===== config.mk =====
export PLATFORM = sky130hd
export DESIGN_NAME = uart_csr_responder
export DESIGN_NICKNAME = d
export VERILOG_FILES = /design/src/rtl/uart_csr_responder.sv
export SDC_FILE = /design/constraint.sdc
export NUM_CORES = 1
export LEC_CHECK = 0
export ABC_AREA = 0
export CAP_MARGIN = 20
export CORE_MARGIN = 2
export CORE_UTILIZATION = 40
export CTS_CLUSTER_SIZE = 10
export DETAILED_ROUTE_END_ITERATION = 16
export DONT_BUFFER_PORTS = 1
export HOLD_SLACK_MARGIN = 0.05
export PLACE_DENSITY = 0.51
export SLEW_MARGIN = 15
export SYNTH_ARGS = -nofsm -noshare
export SYNTH_HDL_FRONTEND = slang
export SYNTH_SLANG_ARGS = --single-unit
export TNS_END_PERCENT = 1

===== constraint.sdc =====
create_clock -name clk -period 6.4 [get_ports clk]
set_clock_uncertainty 0.2 [all_clocks]
set_input_delay 1.28 -clock clk [delete_from_list [all_inputs] [get_ports clk]]
set_output_delay 1.28 -clock clk [all_outputs]
set_load 0.03 [all_outputs]

===== src/rtl/uart_csr_responder.sv =====
// UART peripheral: single-cycle register responder on the native bus plus an
// 8N1 transmitter and a 2-flop-synchronized, mid-bit-sampling receiver.
`timescale 1ns/1ps
module uart_csr_responder #(
  parameter int ADDR_W = 3,
  parameter int DATA_W = 32,
  parameter int DIV_W  = 16
) (
  input  logic              clk,
  input  logic              rst_n,
  input  logic              valid,
  input  logic [ADDR_W-1:0] addr,
  input  logic [DATA_W-1:0] wdata,
  input  logic [3:0]        wstrb,
  output logic [DATA_W-1:0] rdata,
  output logic              ready,
  output logic              txd,
  input  logic              rxd
);

  typedef enum logic [1:0] {S_IDLE, S_START, S_DATA, S_STOP} state_e;

  logic              ready_q;
  logic [DATA_W-1:0] rdata_q, rdata_d;
  logic [DIV_W-1:0]  div_q;
  logic              txen_q, rxen_q;

  state_e            tx_state_q;
  logic [DIV_W-1:0]  tx_cnt_q;
  logic [2:0]        tx_bit_q;
  logic [7:0]        tx_shift_q;
  logic              txd_q;

  logic              rxd_s1_q, rxd_s2_q, rxd_prev_q;
  state_e            rx_state_q;
  logic [DIV_W-1:0]  rx_cnt_q;
  logic [2:0]        rx_bit_q;
  logic [7:0]        rx_shift_q;
  logic [7:0]        rx_buf_q;
  logic              rx_ready_q;

  // Only the low bits of wdata carry meaning; the rest are folded away here.
  logic unused_wdata;
  assign unused_wdata = ^wdata;

  logic wr_en, rd_en;
  logic wr_softreset, wr_div, wr_txdata, wr_txen, wr_rxen, rd_rxdata;
  assign wr_en        = valid && (wstrb != 4'b0000);
  assign rd_en        = valid && (wstrb == 4'b0000);
  assign wr_softreset = wr_en && (addr == ADDR_W'(0)) && wdata[0];
  assign wr_div       = wr_en && (addr == ADDR_W'(1));
  assign wr_txdata    = wr_en && (addr == ADDR_W'(2));
  assign wr_txen      = wr_en && (addr == ADDR_W'(3));
  assign wr_rxen      = wr_en && (addr == ADDR_W'(4));
  assign rd_rxdata    = rd_en && (addr == ADDR_W'(7));

  logic tx_ready, tx_start;
  assign tx_ready = txen_q && (tx_state_q == S_IDLE);
  assign tx_start = wr_txdata && tx_ready;

  // Bit period P = max(DIV,1); receiver start-bit check at P/2, at least 1.
  logic [DIV_W-1:0] period, half_period;
  always_comb begin
    period      = (div_q == '0) ? DIV_W'(1) : div_q;
    half_period = period >> 1;
    if (half_period == '0) half_period = DIV_W'(1);
  end

  logic rx_fall;
  assign rx_fall = rxd_prev_q && !rxd_s2_q;

  // NOTE: every always_comb output gets a default first so no latch is inferred.
  always_comb begin
    rdata_d = '0;
    if (rd_en) begin
      case (addr)
        ADDR_W'(5): rdata_d = DATA_W'(tx_ready);
        ADDR_W'(6): rdata_d = DATA_W'(rx_ready_q);
        ADDR_W'(7): rdata_d = DATA_W'(rx_buf_q);
        default:    rdata_d = '0;
      endcase
    end
  end

  // NOTE: sequential state uses non-blocking assignments only, so every
  // block sees pre-edge values and block order never matters.
  always_ff @(posedge clk or negedge rst_n) begin
    if (!rst_n) begin
      ready_q <= 1'b0;
      rdata_q <= '0;
      div_q   <= '0;
      txen_q  <= 1'b0;
      rxen_q  <= 1'b0;
    end else begin
      ready_q <= valid;
      if (valid) rdata_q <= rdata_d;
      if (wr_div) div_q <= wdata[DIV_W-1:0];
      if (wr_softreset) begin
        txen_q <= 1'b0;
        rxen_q <= 1'b0;
      end else begin
        if (wr_txen) txen_q <= wdata[0];
        if (wr_rxen) rxen_q <= wdata[0];
      end
    end
  end

  always_ff @(posedge clk or negedge rst_n) begin
    if (!rst_n) begin
      tx_state_q <= S_IDLE;
      tx_cnt_q   <= '0;
      tx_bit_q   <= '0;
      tx_shift_q <= '0;
      txd_q      <= 1'b1;
    end else if (wr_softreset) begin
      tx_state_q <= S_IDLE;
      tx_cnt_q   <= '0;
      txd_q      <= 1'b1;
    end else begin
      case (tx_state_q)
        S_IDLE: begin
          txd_q <= 1'b1;
          if (tx_start) begin
            tx_shift_q <= wdata[7:0];
            tx_cnt_q   <= '0;
            txd_q      <= 1'b0;
            tx_state_q <= S_START;
          end
        end
        S_START: begin
          if (tx_cnt_q >= period - DIV_W'(1)) begin
            tx_cnt_q   <= '0;
            tx_bit_q   <= '0;
            txd_q      <= tx_shift_q[0];
            tx_shift_q <= tx_shift_q >> 1;
            tx_state_q <= S_DATA;
          end else begin
            tx_cnt_q <= tx_cnt_q + DIV_W'(1);
          end
        end
        S_DATA: begin
          if (tx_cnt_q >= period - DIV_W'(1)) begin
            tx_cnt_q <= '0;
            if (tx_bit_q == 3'd7) begin
              txd_q      <= 1'b1;
              tx_state_q <= S_STOP;
            end else begin
              tx_bit_q   <= tx_bit_q + 3'd1;
              txd_q      <= tx_shift_q[0];
              tx_shift_q <= tx_shift_q >> 1;
            end
          end else begin
            tx_cnt_q <= tx_cnt_q + DIV_W'(1);
          end
        end
        S_STOP: begin
          if (tx_cnt_q >= period - DIV_W'(1)) begin
            tx_cnt_q   <= '0;
            tx_state_q <= S_IDLE;
          end else begin
            tx_cnt_q <= tx_cnt_q + DIV_W'(1);
          end
        end
        default: tx_state_q <= S_IDLE;
      endcase
    end
  end

  // rxd is asynchronous; sync flops idle high so release never looks like a start bit.
  always_ff @(posedge clk or negedge rst_n) begin
    if (!rst_n) begin
      rxd_s1_q   <= 1'b1;
      rxd_s2_q   <= 1'b1;
      rxd_prev_q <= 1'b1;
    end else begin
      rxd_s1_q   <= rxd;
      rxd_s2_q   <= rxd_s1_q;
      rxd_prev_q <= rxd_s2_q;
    end
  end

  always_ff @(posedge clk or negedge rst_n) begin
    if (!rst_n) begin
      rx_state_q <= S_IDLE;
      rx_cnt_q   <= '0;
      rx_bit_q   <= '0;
      rx_shift_q <= '0;
      rx_buf_q   <= '0;
      rx_ready_q <= 1'b0;
    end else if (wr_softreset) begin
      rx_state_q <= S_IDLE;
      rx_cnt_q   <= '0;
      rx_ready_q <= 1'b0;
    end else begin
      // The RXDATA read clear comes first so a same-cycle store below overrides it.
      if (rd_rxdata) rx_ready_q <= 1'b0;
      case (rx_state_q)
        S_IDLE: begin
          if (rxen_q && rx_fall) begin
            rx_cnt_q   <= '0;
            rx_state_q <= S_START;
          end
        end
        S_START: begin
          if (rx_cnt_q >= half_period - DIV_W'(1)) begin
            rx_cnt_q   <= '0;
            rx_bit_q   <= '0;
            rx_state_q <= rxd_s2_q ? S_IDLE : S_DATA;
          end else begin
            rx_cnt_q <= rx_cnt_q + DIV_W'(1);
          end
        end
        S_DATA: begin
          if (rx_cnt_q >= period - DIV_W'(1)) begin
            rx_cnt_q   <= '0;
            rx_shift_q <= {rxd_s2_q, rx_shift_q[7:1]};
            if (rx_bit_q == 3'd7) rx_state_q <= S_STOP;
            else                  rx_bit_q   <= rx_bit_q + 3'd1;
          end else begin
            rx_cnt_q <= rx_cnt_q + DIV_W'(1);
          end
        end
        S_STOP: begin
          if (rx_cnt_q >= period - DIV_W'(1)) begin
            rx_cnt_q   <= '0;
            rx_state_q <= S_IDLE;
            if (rxd_s2_q && !rx_ready_q) begin
              rx_buf_q   <= rx_shift_q;
              rx_ready_q <= 1'b1;
            end
          end else begin
            rx_cnt_q <= rx_cnt_q + DIV_W'(1);
          end
        end
        default: rx_state_q <= S_IDLE;
      endcase
    end
  end

  assign ready = ready_q;
  assign rdata = rdata_q;
  assign txd   = txd_q;

endmodule


==> impl_metrics.tcl <==
set metrics [dict create \
    ys_ff_latch 98 \
    fin_util 0.430 \
    relSlewSlack 0.454 \
    synthCells 665 \
    finalWorstSetupSlack_ns 0.943 \
    fin_crit_ns 5.46 \
    hold_buffers 0 \
    htree_levels 3 \
    power_density_mw_per_mm2 336 \
    dpl.hpwl_um 10600 \
    syn2layout_area_growth_pct 6.37 \
    path_clk_slew_ns 0.08 \
    detail_route.wl_per_cell_um 16.0 \
    pre_cts_ws_ns 1.04 \
    cp_num_cells 18 \
    postCtsSetupRepairBufs 0 \
    drt_iter0_drc 259 \
    synth_cell_types 63 \
    critPathCaptureType "register" \
    core_area_mm2 0.0157 \
    crit_buf_inv 1 \
    rsz0062_at_grt "false" \
    layout-drive-gt1-share 0.104 \
    hp-class "register to register" \
    p_switching_mw 0.889 \
    final_common_cell "dfrtp_1" \
    yosys_warnings 0 \
    whs_path_depth 0 \
    numPortBuffers 0 \
    route.detailed.drc 0 \
    post_dp_cell_area_mm2 0.00645 \
    via_per_inst 5.37 \
    crit_chain "or3_1 > nor4_1 > and2_1 > a21oi_1 > ha_1 > nand2_1 > or3_1 > nor4_1 > xnor2_1 > ha_1 > and4_1 > nand4_1 > or4_1 > nand3_2 > nor3_2 > buf_4 > nor2_1 > nor2_1" \
    crit_type "register to register" \
    num-fill-cells 1528 \
    critPathMaxStageDelay_ns 0.65 \
    antenna_found_initial 0 \
    cts_resized 0 \
    grt_max_degree 99 \
    final_antenna_net_count 0 \
    ys_seq_area_frac 0.387 \
    grt-ovfl-total 0 \
    internal_power_mw 1.38 \
    cts.path.max_buffers 2 \
    period_share 0.853 \
    clockRootBuffer "clkbuf_16" \
    timing.fmax_mhz 183 \
    place.gp.congestion 0.838 \
    seq_power_share 0.390 \
    clock_power_share 0.236 \
    initial_core_util 0.404 \
    critical_path.slowest_cell "nor4_1" \
    die-height_um 130 \
    grt_pass1_wl_um 23100 \
    path_delay_family "simple AND/OR/NAND/NOR gates" \
    cp.arrival_ns 5.47 \
    grt_pass1_vias 4569 \
    cts_buffers 9 \
    clock_latency_ns 0.35 \
    wirelength_um 14100 \
    leakagePower_nw 3.11 \
    pwr-share-comb 0.373 \
    fin_area_mm2 0.00675 \
    maxCapViolCount 0 \
    setup_viol 0 \
    setup-tns-final_ns 0 \
    dieArea_mm2 0.0169 \
    nNetsFinal 760 \
    crit_path_max_fanout 14 \
    layout_common_cells "dfrtp_1, nand2_1, ha_1, nor2_1, o21ai_0" \
    final_cell_count_no_fill 877 \
    ys_async_sr_fraction 1.00 \
    synth_area_mm2 0.00635 \
    cts_tree "yes" \
    grt.total_usage 0.175 \
    tightest_slew_ns 0.811 \
    clkSinkCount 98 \
    worst_ir_drop_vdd_mv 0.203 \
    rows 46 \
    hold_viol 0 \
    dr.pass1.iters 4 \
    synth-main-ff-cell "dfrtp_1" \
    vias 4710 \
    p_sw_frac 0.392 \
    ios 77 \
    worstPathRequired_ns 6.42 \
    diodes 0 \
    avgSynthCellArea_um2 9.55 \
    outcome "finished clean" \
    rr_worst_depth 18 \
    die_x_um 130 \
    synth-edff-count 0 \
    cp-start-kind "register" \
    place_inst 860 \
    drv_slew 0 \
]
## cells by family (layout without fill, tap and decap cells)
group / after synthesis / count (layout) / synth area share
DFF: 98 / 98 / 0.387
muxes: 44 / 44 / 0.0759
other: 2 / 25 / 0.00118
xor gates and xnor gates: 33 / 33 / 0.0455
adders and majority gates: 61 / 61 / 0.120
AOI/OAI and AO/OA: 126 / 126 / 0.130
and+or+nand+nor: 229 / 229 / 0.181
buffers and inverters: 72 / 45 / 0.0593
## power groups by stage
stage / clock [mW] / combinational [mW] / sequential [mW]
6_report: 0.537 / 0.848 / 0.885
2_1_floorplan: 0 / 0.720 / 0.834
3_3_place_gp: 0 / 0.808 / 0.892
4_1_cts: 0.556 / 0.848 / 0.887
3_5_place_dp: 0 / 0.842 / 0.900
5_1_grt: 0.579 / 0.971 / 0.908
## worst paths after layout
check | start | to | slack [ns]
setup reg to reg | div_q[9] | tx_cnt_q[9] | 0.94
max in group asynchronous | rst_n | txd | 5.32
hold reg to reg | rxd_s1_q | rxd_s2_q | 0.16
min in group asynchronous | rst_n | div_q[8] | 0.42
hold / removal | rxd_s1_q | rxd_s2_q | 0.16
setup / recovery | div_q[9] | tx_cnt_q[9] | 0.94
## per-stage QoR
stage	hold slack [ns]	total power [mW]
floorplan	0.145	1.55
global placement	0.146	1.70
detailed placement	0.149	1.74
CTS	0.161	2.29
global route	0.167	2.46
finish	0.159	2.27
## worst reg2reg max path, delay by kind of cell, from the launching register on
kind / cells / cell delay [ns]
AO/OA/AOI/OAI: 1 / 0.14
XOR/XNOR: 1 / 0.18
adder cells (fa/ha/maj): 2 / 0.60
buffers and inverters: 1 / 0.20
flip-flops: 1 / 0.48
AND/OR/NAND/NOR: 13 / 3.54
## routing by layer
layer	track usage	up-vias	routed length, µm
met1	0.230	2273	6490
met5	0	-	0
met3	0.0398	15	697
li1	-	2312	-
met4	0.0557	0	202
met2	0.289	110	6660
## flip-flops by register name, indices dropped and copies added (netlist names), 2 cells and up
| signal | flops |
|---|---|
| tx_bit_q | 3 |
| rdata | 8 |
| div_q | 16 |
| tx_cnt_q | 16 |
| tx_state_q | 2 |
| rx_buf_q | 8 |
| rx_cnt_q | 16 |
| rx_shift_q | 8 |
| tx_shift_q | 8 |
| rx_state_q | 2 |
| rx_bit_q | 3 |
## cells in the mapped netlist, types with 14 or more instances
cell	instances	share of area
clkbuf_1	15	0.0089
inv_1	24	0.014
dfrtp_1	94	0.37
mux2_2	32	0.057
nand2_1	73	0.043
a21oi_1	23	0.018
nand3_1	30	0.024
nor2_1	51	0.030
xnor2_1	19	0.026
buf_4	24	0.028
o21ai_0	36	0.028
xor2_1	14	0.019
ha_1	61	0.12
## area by class of cell
| type | count | area (µm²) | share of cell area |
|---|---|---|---|
| Multi-Input combinational cell | 518 | 3600 | 0.533 |
| Sequential cell | 98 | 2460 | 0.364 |
| Tap cell | 216 | 270 | 0.0400 |
| Clock buffer | 9 | 225 | 0.0334 |
| Inverter | 24 | 90.1 | 0.0133 |
| Clock inverter | 7 | 67.6 | 0.0100 |
| Timing Repair Buffer | 5 | 41.3 | 0.00611 |
Note: power is estimated with default switching activity, not from simulation.
